<file path="config.mk">
export PLATFORM = sky130hd
export DESIGN_NAME = regs_ctrl
export DESIGN_NICKNAME = d
export VERILOG_FILES = /design/src/rtl/regs_ctrl_pkg.sv /design/src/rtl/regs_ctrl.sv
export SDC_FILE = /design/constraint.sdc
export NUM_CORES = 1
export LEC_CHECK = 0
export ABC_CLOCK_PERIOD_IN_PS = 2800
export CORE_AREA = 2 2 77 79
export DETAILED_ROUTE_END_ITERATION = 10
export DIE_AREA = 0 0 79 81
export PLACE_DENSITY = 0.74
export SLEW_MARGIN = 25
export SYNTH_ARGS = -nofsm -noshare
export SYNTH_HDL_FRONTEND = slang
export SYNTH_SLANG_ARGS = --single-unit
</file>
<file path="constraint.sdc">
create_clock -name clk -period 2.8 [get_ports clk]
set_input_delay 0.56 -clock clk [delete_from_list [all_inputs] [get_ports clk]]
set_output_delay 0.56 -clock clk [all_outputs]
set_load 0.05 [all_outputs]
</file>
<file path="src/rtl/regs_ctrl_pkg.sv">
// regs_ctrl_pkg: shared types and default constants for the host protocol controller
// that sits between the UART byte interfaces and the configuration register bank.
//   state_e  - controller states
//   tx_sel_e - source of the next transmitted byte (register data or acknowledge)
package regs_ctrl_pkg;

    typedef enum logic [2:0] {
        StIdle,
        StWrData,
        StWrCommit,
        StRdLoad,
        StTxSend,
        StTxWait,
        StTxShift
    } state_e;

    typedef enum logic {
        TxSelData,
        TxSelAck
    } tx_sel_e;

    localparam int unsigned DefNBytes    = 11;
    localparam int unsigned DefTimeoutCyc = 5_000_000;
    localparam logic [7:0]  DefCmdWr     = 8'h57;  // 'W'
    localparam logic [7:0]  DefCmdRd     = 8'h52;  // 'R'
    localparam logic [7:0]  DefAckByte   = 8'h4B;  // 'K'

endpackage

</file>
<file path="src/rtl/regs_ctrl.sv">
// regs_ctrl: host protocol controller between the UART and the configuration register bank.
// Decodes command bytes, shifts write frames into the bank and commits them (answering with
// an acknowledge byte), loads and serialises read frames, and aborts stalled write frames.
// Ports:
//   clk, rst_n         - clock, asynchronous active-low reset
//   rx_data, rx_valid  - received byte and its one-cycle strobe
//   tx_busy, txdw      - UART TX busy, current TX byte from the register bank
//   rxdw               - payload byte to the register bank
//   shift_rxregs, load_confregs, load_txregs, shift_txregs - register bank strobes
//   tx_data, tx_start  - byte and one-cycle start request to UART TX
//   busy               - controller not idle
//   cmd_err, timeout_err - one-cycle error pulses
module regs_ctrl
    import regs_ctrl_pkg::*;
#(
    parameter int unsigned N_BYTES     = DefNBytes,
    parameter int unsigned TIMEOUT_CYC = DefTimeoutCyc,
    parameter logic [7:0]  CMD_WR      = DefCmdWr,
    parameter logic [7:0]  CMD_RD      = DefCmdRd,
    parameter logic [7:0]  ACK_BYTE    = DefAckByte
) (
    input  logic       clk,
    input  logic       rst_n,
    input  logic [7:0] rx_data,
    input  logic       rx_valid,
    input  logic       tx_busy,
    input  logic [7:0] txdw,
    output logic [7:0] rxdw,
    output logic       shift_rxregs,
    output logic       load_confregs,
    output logic       load_txregs,
    output logic       shift_txregs,
    output logic [7:0] tx_data,
    output logic       tx_start,
    output logic       busy,
    output logic       cmd_err,
    output logic       timeout_err
);

    localparam int unsigned TimerW   = (TIMEOUT_CYC > 2) ? $clog2(TIMEOUT_CYC) : 1;
    localparam logic [3:0]  LastIdx  = 4'(N_BYTES - 1);
    localparam logic [TimerW-1:0] TimerMax = TimerW'(TIMEOUT_CYC - 1);

    state_e              state_q, state_d;
    tx_sel_e             tx_sel_q, tx_sel_d;
    logic [3:0]          cnt_q, cnt_d;
    logic [TimerW-1:0]   timer_q, timer_d;
    logic                seen_busy_q, seen_busy_d;  // tx_busy rose during TX_WAIT

    logic [7:0] rxdw_q, rxdw_d, tx_data_q, tx_data_d;
    logic shift_rx_q, shift_rx_d, load_conf_q, load_conf_d;
    logic load_tx_q, load_tx_d, shift_tx_q, shift_tx_d;
    logic tx_start_q, tx_start_d, busy_q, busy_d;
    logic cmd_err_q, cmd_err_d, timeout_err_q, timeout_err_d;

    always_comb begin
        state_d       = state_q;
        tx_sel_d      = tx_sel_q;
        cnt_d         = cnt_q;
        timer_d       = timer_q;
        seen_busy_d   = seen_busy_q;
        rxdw_d        = rxdw_q;
        tx_data_d     = tx_data_q;
        shift_rx_d    = 1'b0;
        load_conf_d   = 1'b0;
        load_tx_d     = 1'b0;
        shift_tx_d    = 1'b0;
        tx_start_d    = 1'b0;
        cmd_err_d     = 1'b0;
        timeout_err_d = 1'b0;

        unique case (state_q)
            StIdle: begin
                if (rx_valid) begin
                    if (rx_data == CMD_WR) begin
                        cnt_d   = '0;
                        timer_d = '0;
                        state_d = StWrData;
                    end else if (rx_data == CMD_RD) begin
                        cnt_d     = '0;
                        // Raised on entry so the bank has loaded before TX_SEND samples txdw.
                        load_tx_d = 1'b1;
                        state_d   = StRdLoad;
                    end else begin
                        cmd_err_d = 1'b1;
                    end
                end
            end
            StWrData: begin
                if (rx_valid) begin
                    rxdw_d     = rx_data;
                    shift_rx_d = 1'b1;
                    timer_d    = '0;
                    if (cnt_q == LastIdx) begin
                        state_d = StWrCommit;
                    end else begin
                        cnt_d = cnt_q + 4'd1;
                    end
                end else if (timer_q == TimerMax) begin
                    timeout_err_d = 1'b1;
                    state_d       = StIdle;
                end else begin
                    timer_d = timer_q + 1'b1;
                end
            end
            StWrCommit: begin
                // Last shift_rxregs is high during this cycle; commit follows it.
                load_conf_d = 1'b1;
                tx_sel_d    = TxSelAck;
                state_d     = StTxSend;
            end
            StRdLoad: begin
                tx_sel_d = TxSelData;
                state_d  = StTxSend;
            end
            StTxSend: begin
                if (!tx_busy) begin
                    tx_data_d   = (tx_sel_q == TxSelAck) ? ACK_BYTE : txdw;
                    tx_start_d  = 1'b1;
                    seen_busy_d = 1'b0;
                    state_d     = StTxWait;
                end
            end
            StTxWait: begin
                if (tx_busy) begin
                    seen_busy_d = 1'b1;
                end else if (seen_busy_q) begin
                    if (tx_sel_q == TxSelAck || cnt_q == LastIdx) begin
                        state_d = StIdle;
                    end else begin
                        // Raised on entry so txdw has advanced before the next TX_SEND.
                        shift_tx_d = 1'b1;
                        state_d    = StTxShift;
                    end
                end
            end
            StTxShift: begin
                cnt_d   = cnt_q + 4'd1;
                state_d = StTxSend;
            end
            default: state_d = StIdle;
        endcase

        busy_d = (state_d != StIdle);
    end

    always_ff @(posedge clk or negedge rst_n) begin
        if (!rst_n) begin
            state_q       <= StIdle;
            tx_sel_q      <= TxSelData;
            cnt_q         <= '0;
            timer_q       <= '0;
            seen_busy_q   <= 1'b0;
            rxdw_q        <= '0;
            tx_data_q     <= '0;
            shift_rx_q    <= 1'b0;
            load_conf_q   <= 1'b0;
            load_tx_q     <= 1'b0;
            shift_tx_q    <= 1'b0;
            tx_start_q    <= 1'b0;
            busy_q        <= 1'b0;
            cmd_err_q     <= 1'b0;
            timeout_err_q <= 1'b0;
        end else begin
            state_q       <= state_d;
            tx_sel_q      <= tx_sel_d;
            cnt_q         <= cnt_d;
            timer_q       <= timer_d;
            seen_busy_q   <= seen_busy_d;
            rxdw_q        <= rxdw_d;
            tx_data_q     <= tx_data_d;
            shift_rx_q    <= shift_rx_d;
            load_conf_q   <= load_conf_d;
            load_tx_q     <= load_tx_d;
            shift_tx_q    <= shift_tx_d;
            tx_start_q    <= tx_start_d;
            busy_q        <= busy_d;
            cmd_err_q     <= cmd_err_d;
            timeout_err_q <= timeout_err_d;
        end
    end

    assign rxdw          = rxdw_q;
    assign shift_rxregs  = shift_rx_q;
    assign load_confregs = load_conf_q;
    assign load_txregs   = load_tx_q;
    assign shift_txregs  = shift_tx_q;
    assign tx_data       = tx_data_q;
    assign tx_start      = tx_start_q;
    assign busy          = busy_q;
    assign cmd_err       = cmd_err_q;
    assign timeout_err   = timeout_err_q;

endmodule

</file>
==> impl_summary.txt, run 1 <==
----------------------------------------------------
[Global routing]
  Number of antenna violations at the first check in global routing ... 0
  First-pass GRT wire length ... 9170 um
  Maximum number of pins on one net before global-route repair ... 31
  Via count of the first global-routing pass ... 2018
  GRT Total Usage ... 0.180
  Grt ovf ... 0

[Setup path]
  Slack of the worst reg-to-reg path ... 0.41 ns
  Data required, critical path ... 3.04 ns
  Critical Path AT ... 2.80 ns
  Nature of the critical path endpoint ... flip-flop
  Biggest fanout along the worst timing path ... 5
  Setup crit start kind ... input pin
  Kind of critical path ... in -> reg

[Drt]
  DRC violation count after routing ... 0
  Violation count after the first detailed-route iteration ... 83
  Routed wire length ... 5520 um
  TritonRoute pass-1 iters ... 4
  Number of nets still failing antenna checks after routing ... 0
  Detailed-routing wirelength on met1 ... 2570 um
  Post-DR vias/cell ... 5.41
  WL met2 ... 2630 um
  Post-detailed-route wirelength per cell ... 14.0 um
  Highest layer used for signal routing ... met4
  Met3 routed WL ... 197 um
  Total number of vias ... 2131

[Synthesis]
  Compound-gate portion of the synthesized area ... 0.0972
  Synthesized-area fraction occupied by adder cells ... 0.0139
  XOR/XNOR share of the synthesized area ... 0.0486
  Flip-flop and latch count after synthesis ... 56
  Gate count after technology mapping ... 269
  Dominant combinational cell family by area after synthesis ... simple AND/OR/NAND/NOR gates
  Share of synthesized flip-flops with an asynchronous set or reset ... 1.00
  Top post-synthesis cells by area ... sky130_fd_sc_hd__dfrtp_1, sky130_fd_sc_hd__nor2_1, sky130_fd_sc_hd__mux2_2
  Net Count, Synth ... 292
  Warnings from Yosys ... 0
  Post-synthesis mux area share ... 0.0375
  Post-synth EDFFs ... 0
  Sequential area share after synthesis ... 0.518
  Biggest area consumer among synthesized cells ... sky130_fd_sc_hd__dfrtp_1
  Syn_area_per_cell ... 10.1 sq um
  Area share of the largest cell type after synthesis ... 0.518
  Syn Std Cell Area ... 2700 sq um
  Synth Area in Simple Gates ... 0.253
  Netlist cell types ... 43
  Flip-flop cell with the highest count after synthesis ... sky130_fd_sc_hd__dfrtp_1

[Clock tree]
  Level count of the clock H-tree ... 2
  Post-cts sizing count ... 0
  CTS buffer count ... 5
  Clock input transition at the sequential cells of the worst setup and hold paths ... 0.09 ns
  TritonCTS clock tree ... built
  Clock root buffer master ... sky130_fd_sc_hd__clkbuf_8
  Hold_buf cts ... 0
  Latest clock arrival within the worst-skew pair ... 0.31 ns
  Buffers inserted during post-CTS setup optimization ... 0
  Sink count of the clock tree ... 56
  Buffer levels on the longest clock path ... 2

[Job]
  Max_cap viols ... 0

[STA]
  Unrepaired setup endpoints after global routing ... no
  Setup_tns ... 0 ns
  Clock tree skew after final layout ... 0.00580 ns
  Max Fclk ... 0.391 GHz
  Period utilisation layout ... 0.914
  Min cycle time layout ... 2.56 ns
  Headroom to the max-slew limit ... 0.597
  Setup WS post-layout ... 0.242 ns
  Worst slew pin tran ... 0.604 ns
  Count of endpoints failing hold in the final timing report ... 0
  Final Setup Violations ... 0
  Count of final max-slew check failures ... 0

[Floorplan]
  Core box area ... 5680 sq um
  Floorplan die height ... 81 um
  Number of primary I/O pins ... 44
  Number of cell rows ... 28
  Initial standard-cell utilization of the core ... 0.476
  Die width ... 79 um
  Total Die Area ... 6400 sq um

[Power and ir drop]
  Worst IR drop on VDD ... 0.524 mV
  P per Cell Area ... 917 nW/um^2
  Static leakage ... 1.42 nW
  Total Power ... 3.09 mW

[Finish]
  Number of antenna cells inserted ... 0
  Area grow syn2layout ... 24.6%
  Post-Layout Inst Area ... 3370 sq um
  Count of nets after finishing ... 341
  Highest-count cells in the layout ignoring fill and taps ... sky130_fd_sc_hd__dfrtp_1, sky130_fd_sc_hd__clkdlybuf4s50_1, sky130_fd_sc_hd__nor2_1, sky130_fd_sc_hd__o21ai_0, sky130_fd_sc_hd__nand2_1
  Final standard cell utilization of the core ... 0.594
  Leading cell type in the layout, fill and taps excluded ... sky130_fd_sc_hd__dfrtp_1
  Fraction of layout cells with a size suffix above 1 ... 0.113

[Hold path]
  Class of the tightest hold or removal check ... in -> async

[Run status]
  Run status ... finished, final reports clean

[Placed design]
  Input/output buffers ... 43
  Worst slack after detailed placement ... -0.129 ns
  GPL Wtd Cong ... 0.839
  Placed wire-length estimate after detailed placement ... 3990 um
  Area post-placement ... 3260 sq um

----------------------------------------------------
sequential cells by signal (all words and copies together), names as in the netlist, 3 cells and up:
name     count
timer_q     23
cnt_q        4
tx_data      8
state_q      3
rxdw         8
cell families (layout without fill, tap and decap cells):
family,Yosys count,count (layout)
AO/OA/AOI/OAI,44,44
XOR/XNOR,15,15
adder cells (fa/ha/maj),3,3
buffers and inverters,20,70
flip-flops,56,56
multiplexers,9,9
AND/OR/NAND/NOR,122,122
synthesized netlist by cell type, types with 2 or more instances:
library cell	instances
sky130_fd_sc_hd__nand4_1	9
sky130_fd_sc_hd__nand3_1	8
sky130_fd_sc_hd__nor3b_1	3
sky130_fd_sc_hd__o21ai_0	19
sky130_fd_sc_hd__clkbuf_1	8
sky130_fd_sc_hd__ha_1	3
sky130_fd_sc_hd__nand3b_1	6
sky130_fd_sc_hd__a21oi_1	9
sky130_fd_sc_hd__mux2_2	9
sky130_fd_sc_hd__a31oi_1	3
sky130_fd_sc_hd__nor4b_2	3
sky130_fd_sc_hd__nor2_1	37
sky130_fd_sc_hd__xor2_1	4
sky130_fd_sc_hd__nor3_1	10
sky130_fd_sc_hd__and4_1	2
sky130_fd_sc_hd__nor4b_1	4
sky130_fd_sc_hd__inv_1	8
sky130_fd_sc_hd__xnor2_1	11
sky130_fd_sc_hd__o31ai_1	5
sky130_fd_sc_hd__dfrtp_1	56
sky130_fd_sc_hd__buf_2	3
sky130_fd_sc_hd__nand2b_1	4
sky130_fd_sc_hd__or4_1	4
sky130_fd_sc_hd__or3_1	3
sky130_fd_sc_hd__and3_1	3
sky130_fd_sc_hd__nand2_1	18
critical path: stages:
cell and delay (ns):
sky130_fd_sc_hd__clkdlybuf4s50_1 0.47, sky130_fd_sc_hd__nor4bb_1 0.30, sky130_fd_sc_hd__nand3b_1 0.16, sky130_fd_sc_hd__o31a_1 0.38
sky130_fd_sc_hd__or2_1 0.25, sky130_fd_sc_hd__or4_1 0.51, sky130_fd_sc_hd__a21oi_1 0.17
report_power, final:
part / total, mW / switching [mW] / leakage, nW / internal, mW
clock: 0.521 / 0.255 / 0.0552 / 0.266
combinational: 1.40 / 0.889 / 0.642 / 0.510
sequential: 1.17 / 0.155 / 0.723 / 1.02
layer usage:
metal | global-route usage | vias up
li1 | - | 1054
met1 | 0.229 | 1023
met2 | 0.306 | 42
met3 | 0.0289 | 12
met4 | 0.0828 | 0
met5 | 0 | -
final timing paths:
path / from / to / depth (start not counted)
worst max register to register: timer_q[17] / busy / 5
max in group asynchronous: rst_n / timer_q[11] / 2
worst min-delay path: rst_n / tx_data[2] / 1
worst min register to register: rxdw[7] / rxdw[7] / 1
worst max-delay path: rx_data[6] / timer_q[15] / 7
min in group clk: rxdw[7] / rxdw[7] / 1
layout make-up:
type / count / area (sq um)
timing repair buffer: 54 / 520
clock inverter: 2 / 35.0
tap: 75 / 93.8
clock buffer: 6 / 72.6
multi-input combinational: 193 / 1220
sequential: 56 / 1400
fill: 497 / 2310
inverter: 8 / 30.0
through the flow:
stage                     instances  hold slack (ns)
after CTS                       394            0.263
after detailed placement        386            0.498
after global placement          386            0.490
after global routing            394            0.288
after floorplan                 269            0.264
final                           394            0.246
Note: power is estimated with default switching activity, not from simulation.
==> inputs of run 2 (changes only) <==
--- a/config.mk
+++ b/config.mk
@@ -7,6 +7,7 @@
 export LEC_CHECK = 0
 export ABC_CLOCK_PERIOD_IN_PS = 2800
 export CORE_AREA = 2 2 77 79
+export CTS_CLUSTER_SIZE = 10
 export DETAILED_ROUTE_END_ITERATION = 10
 export DIE_AREA = 0 0 79 81
 export PLACE_DENSITY = 0.74
==> results of run 2 <==
Final layout, timing and power as in run 1 (identical DEF).
==> inputs of run 3 (changes only) <==
--- a/config.mk
+++ b/config.mk
@@ -7,10 +7,12 @@
 export LEC_CHECK = 0
 export ABC_CLOCK_PERIOD_IN_PS = 2800
 export CORE_AREA = 2 2 77 79
+export CTS_BUF_LIST = sky130_fd_sc_hd__clkbuf_8 sky130_fd_sc_hd__clkbuf_16
 export CTS_CLUSTER_SIZE = 10
 export DETAILED_ROUTE_END_ITERATION = 10
 export DIE_AREA = 0 0 79 81
-export PLACE_DENSITY = 0.74
+export HOLD_SLACK_MARGIN = 0.06
+export PLACE_DENSITY_LB_ADDON = 0.05
 export SLEW_MARGIN = 25
 export SYNTH_ARGS = -nofsm -noshare
 export SYNTH_HDL_FRONTEND = slang
==> run 3 against run 2 <==
  * Utilization is 0.37 points higher
  * Clock power grew 11%
  * Setup slack better by 0.051 ns
  * Non-clock buffer count increased by 2
  * Combinational power is essentially flat
  * Global-route usage increased by 1.8 points
  * Sequential power barely moved
  * Final area up 0.63%
  * Register-to-register slack about the same
  * Sequential share of layout area fell by 0.26 points
  * Largest cell class unchanged
==> impl_summary.txt, run 3 (same netlist as run 1, synthesis figures left out) <==
----------------------------------------------------
[Run status]
  Run status ... finished, final reports clean

[Global routing]
  Grt ovf ... 0
  GRT Total Usage ... 0.198
  Via count of the first global-routing pass ... 2139
  Number of antenna violations at the first check in global routing ... 0
  First-pass GRT wire length ... 9960 um
  Maximum number of pins on one net before global-route repair ... 57

[Placed design]
  GPL Wtd Cong ... 0.785
  Cell count after placement ... 388
  Placed wire-length estimate after detailed placement ... 4110 um
  Input/output buffers ... 43
  Worst slack after detailed placement ... -0.0479 ns

[Power and ir drop]
  Static leakage ... 1.44 nW
  P per Cell Area ... 931 nW/um^2
  Clk pwr share ... 0.183
  Logic gate share of total power ... 0.447
  Net switching fraction of the power ... 0.415
  NetSw ... 1.31 mW
  Register share of total power ... 0.370
  Worst IR drop on VDD ... 0.441 mV
  Internal power consumption ... 1.85 mW

[Drt]
  Post-detailed-route wirelength per cell ... 14.7 um
  Routed wire length ... 5840 um
  DRC violation count after routing ... 0
  Post-DR vias/cell ... 5.38
  TritonRoute pass-1 iters ... 5
  Violation count after the first detailed-route iteration ... 86
  Total number of vias ... 2132
  Number of nets still failing antenna checks after routing ... 0

[Setup path]
  End of the worst register-to-register path ... busy
  Biggest fanout along the worst timing path ... 4
  Top cell family by delay on the critical path ... simple AND/OR/NAND/NOR gates
  Setup crit start kind ... input pin
  Number of buffers and inverters on the critical path ... 1
  Data required, critical path ... 3.04 ns
  Kind of critical path ... in -> reg
  Largest stage delay on the critical path ... 0.50 ns
  Nature of the critical path endpoint ... flip-flop
  Cells along the critical path ... clkdlybuf4s50_1 -> nor4bb_1 -> nand3b_1 -> o31a_1 -> or2_1 -> or4_1 -> a21oi_1
  Cell with the largest stage delay on the worst path ... sky130_fd_sc_hd__or4_1
  Critical Path AT ... 2.75 ns
  Worst Reg2Reg Path Length in Cells ... 5
  Reg-to-reg startpoint ... timer_q[17]
  Slack of the worst reg-to-reg path ... 0.42 ns

[Clock tree]
  Post-cts sizing count ... 0
  Clock root buffer master ... sky130_fd_sc_hd__clkbuf_8
  TritonCTS clock tree ... built
  Buffer levels on the longest clock path ... 2
  Clock input transition at the sequential cells of the worst setup and hold paths ... 0.10 ns
  Hold_buf cts ... 0
  Sink count of the clock tree ... 56
  Latest clock arrival within the worst-skew pair ... 0.31 ns
  Buffers inserted during post-CTS setup optimization ... 0
  CTS buffer count ... 5
  Level count of the clock H-tree ... 2

[Finish]
  Number of flip-flops in the largest register ... 23
  Largest register by flop count ... timer_q
  Area grow syn2layout ... 25.4%
  Count of nets after finishing ... 343
  Leading cell type in the layout, fill and taps excluded ... sky130_fd_sc_hd__dfrtp_1
  Final cell count without fillers ... 396
  Highest-count cells in the layout ignoring fill and taps ... sky130_fd_sc_hd__dfrtp_1, sky130_fd_sc_hd__clkdlybuf4s50_1, sky130_fd_sc_hd__nor2_1, sky130_fd_sc_hd__o21ai_0, sky130_fd_sc_hd__nand2_1
  Fraction of layout cells with a size suffix above 1 ... 0.121
  Number of antenna cells inserted ... 0

[STA]
  Unrepaired setup endpoints after global routing ... no
  Setup WS post-layout ... 0.293 ns
  Count of final max-slew check failures ... 0
  Minimum hold slack ... 0.369 ns
  Worst slew pin tran ... 0.699 ns
  Clock tree skew after final layout ... 0.00857 ns
  Setup_tns ... 0 ns
  Period utilisation layout ... 0.895
  Headroom to the max-slew limit ... 0.534
  Count of endpoints failing hold in the final timing report ... 0
  Final Setup Violations ... 0
  Min cycle time layout ... 2.51 ns
  Max Fclk ... 0.399 GHz

[Job]
  Max_cap viols ... 0

[Floorplan]
  Number of primary I/O pins ... 44
  Core box area ... 5680 sq um
  Die width ... 79 um
  Floorplan die height ... 81 um
  Number of cell rows ... 28
  Total Die Area ... 6400 sq um
  Initial standard-cell utilization of the core ... 0.476

[Hold path]
  Class of the tightest hold or removal check ... in -> async

----------------------------------------------------
[run 3: cell count changes in the layout (fill, tap and decap cells not counted)]
| cell | before | now |
|---|---|---|
| sky130_fd_sc_hd__clkbuf_8 | 5 | 7 |
| sky130_fd_sc_hd__clkinv_2 | 1 | 0 |
| sky130_fd_sc_hd__clkbuf_1 | 1 | 0 |
| sky130_fd_sc_hd__buf_4 | 10 | 13 |
| sky130_fd_sc_hd__buf_12 | 1 | 0 |
[run 3: layout make-up]
class	count	area [sq um]
flip-flops and latches	56	1400
repair buffers	56	523
clock inverters	1	30.0
multi-input cells	193	1220
clock buffers	7	96.3
inverters	8	30.0
well taps	75	93.8
fillers	489	2280
[run 3: worst max-delay path by stage]
stage,cells past startpoint,startpoint,endpoint
CTS,7,rx_data[6],timer_q[19]
detailed placement,7,rx_data[6],timer_q[19]
finish,7,rx_data[6],timer_q[15]
floorplan,6,rx_valid,busy
global route,7,rx_data[6],timer_q[15]
global placement,7,rx_data[6],timer_q[15]
[run 3: per-layer routing]
| metal | vias up | GRT usage | routed length, um |
|---|---|---|---|
| met5 | - | 0 | 0 |
| met4 | 0 | 0.0707 | 107 |
| met3 | 11 | 0.0322 | 139 |
| met2 | 28 | 0.338 | 2830 |
| met1 | 1031 | 0.257 | 2760 |
| li1 | 1062 | - | - |
[run 3: metrics by stage]
| step | power, mW | util | cell area, sq um |
|---|---|---|---|
| 2_1_floorplan | 2.11 | - | 2700 |
| 3_3_place_gp | 2.58 | 0.575 | 3260 |
| 3_5_place_dp | 2.61 | 0.575 | 3260 |
| 4_1_cts | 3.18 | 0.597 | 3390 |
| 5_1_grt | 3.35 | 0.597 | 3390 |
| 6_report | 3.16 | 0.597 | 3390 |
[run 3: worst register-to-register path: stages, from the launching register on]
cell	delay, ns
sky130_fd_sc_hd__dfrtp_1	0.46
sky130_fd_sc_hd__nor4b_2	0.43
sky130_fd_sc_hd__nand3_1	0.11
sky130_fd_sc_hd__or4_1	0.55
sky130_fd_sc_hd__a221o_1	0.38
sky130_fd_sc_hd__or3_1	0.34
[run 3: power by group through the flow]
stage	clock network [mW]	registers, mW	logic (mW)
after floorplan	0	1.62	0.487
after global placement	0	1.18	1.40
after detailed placement	0	1.19	1.42
after CTS	0.589	1.17	1.42
after global routing	0.629	1.20	1.52
final	0.578	1.17	1.41
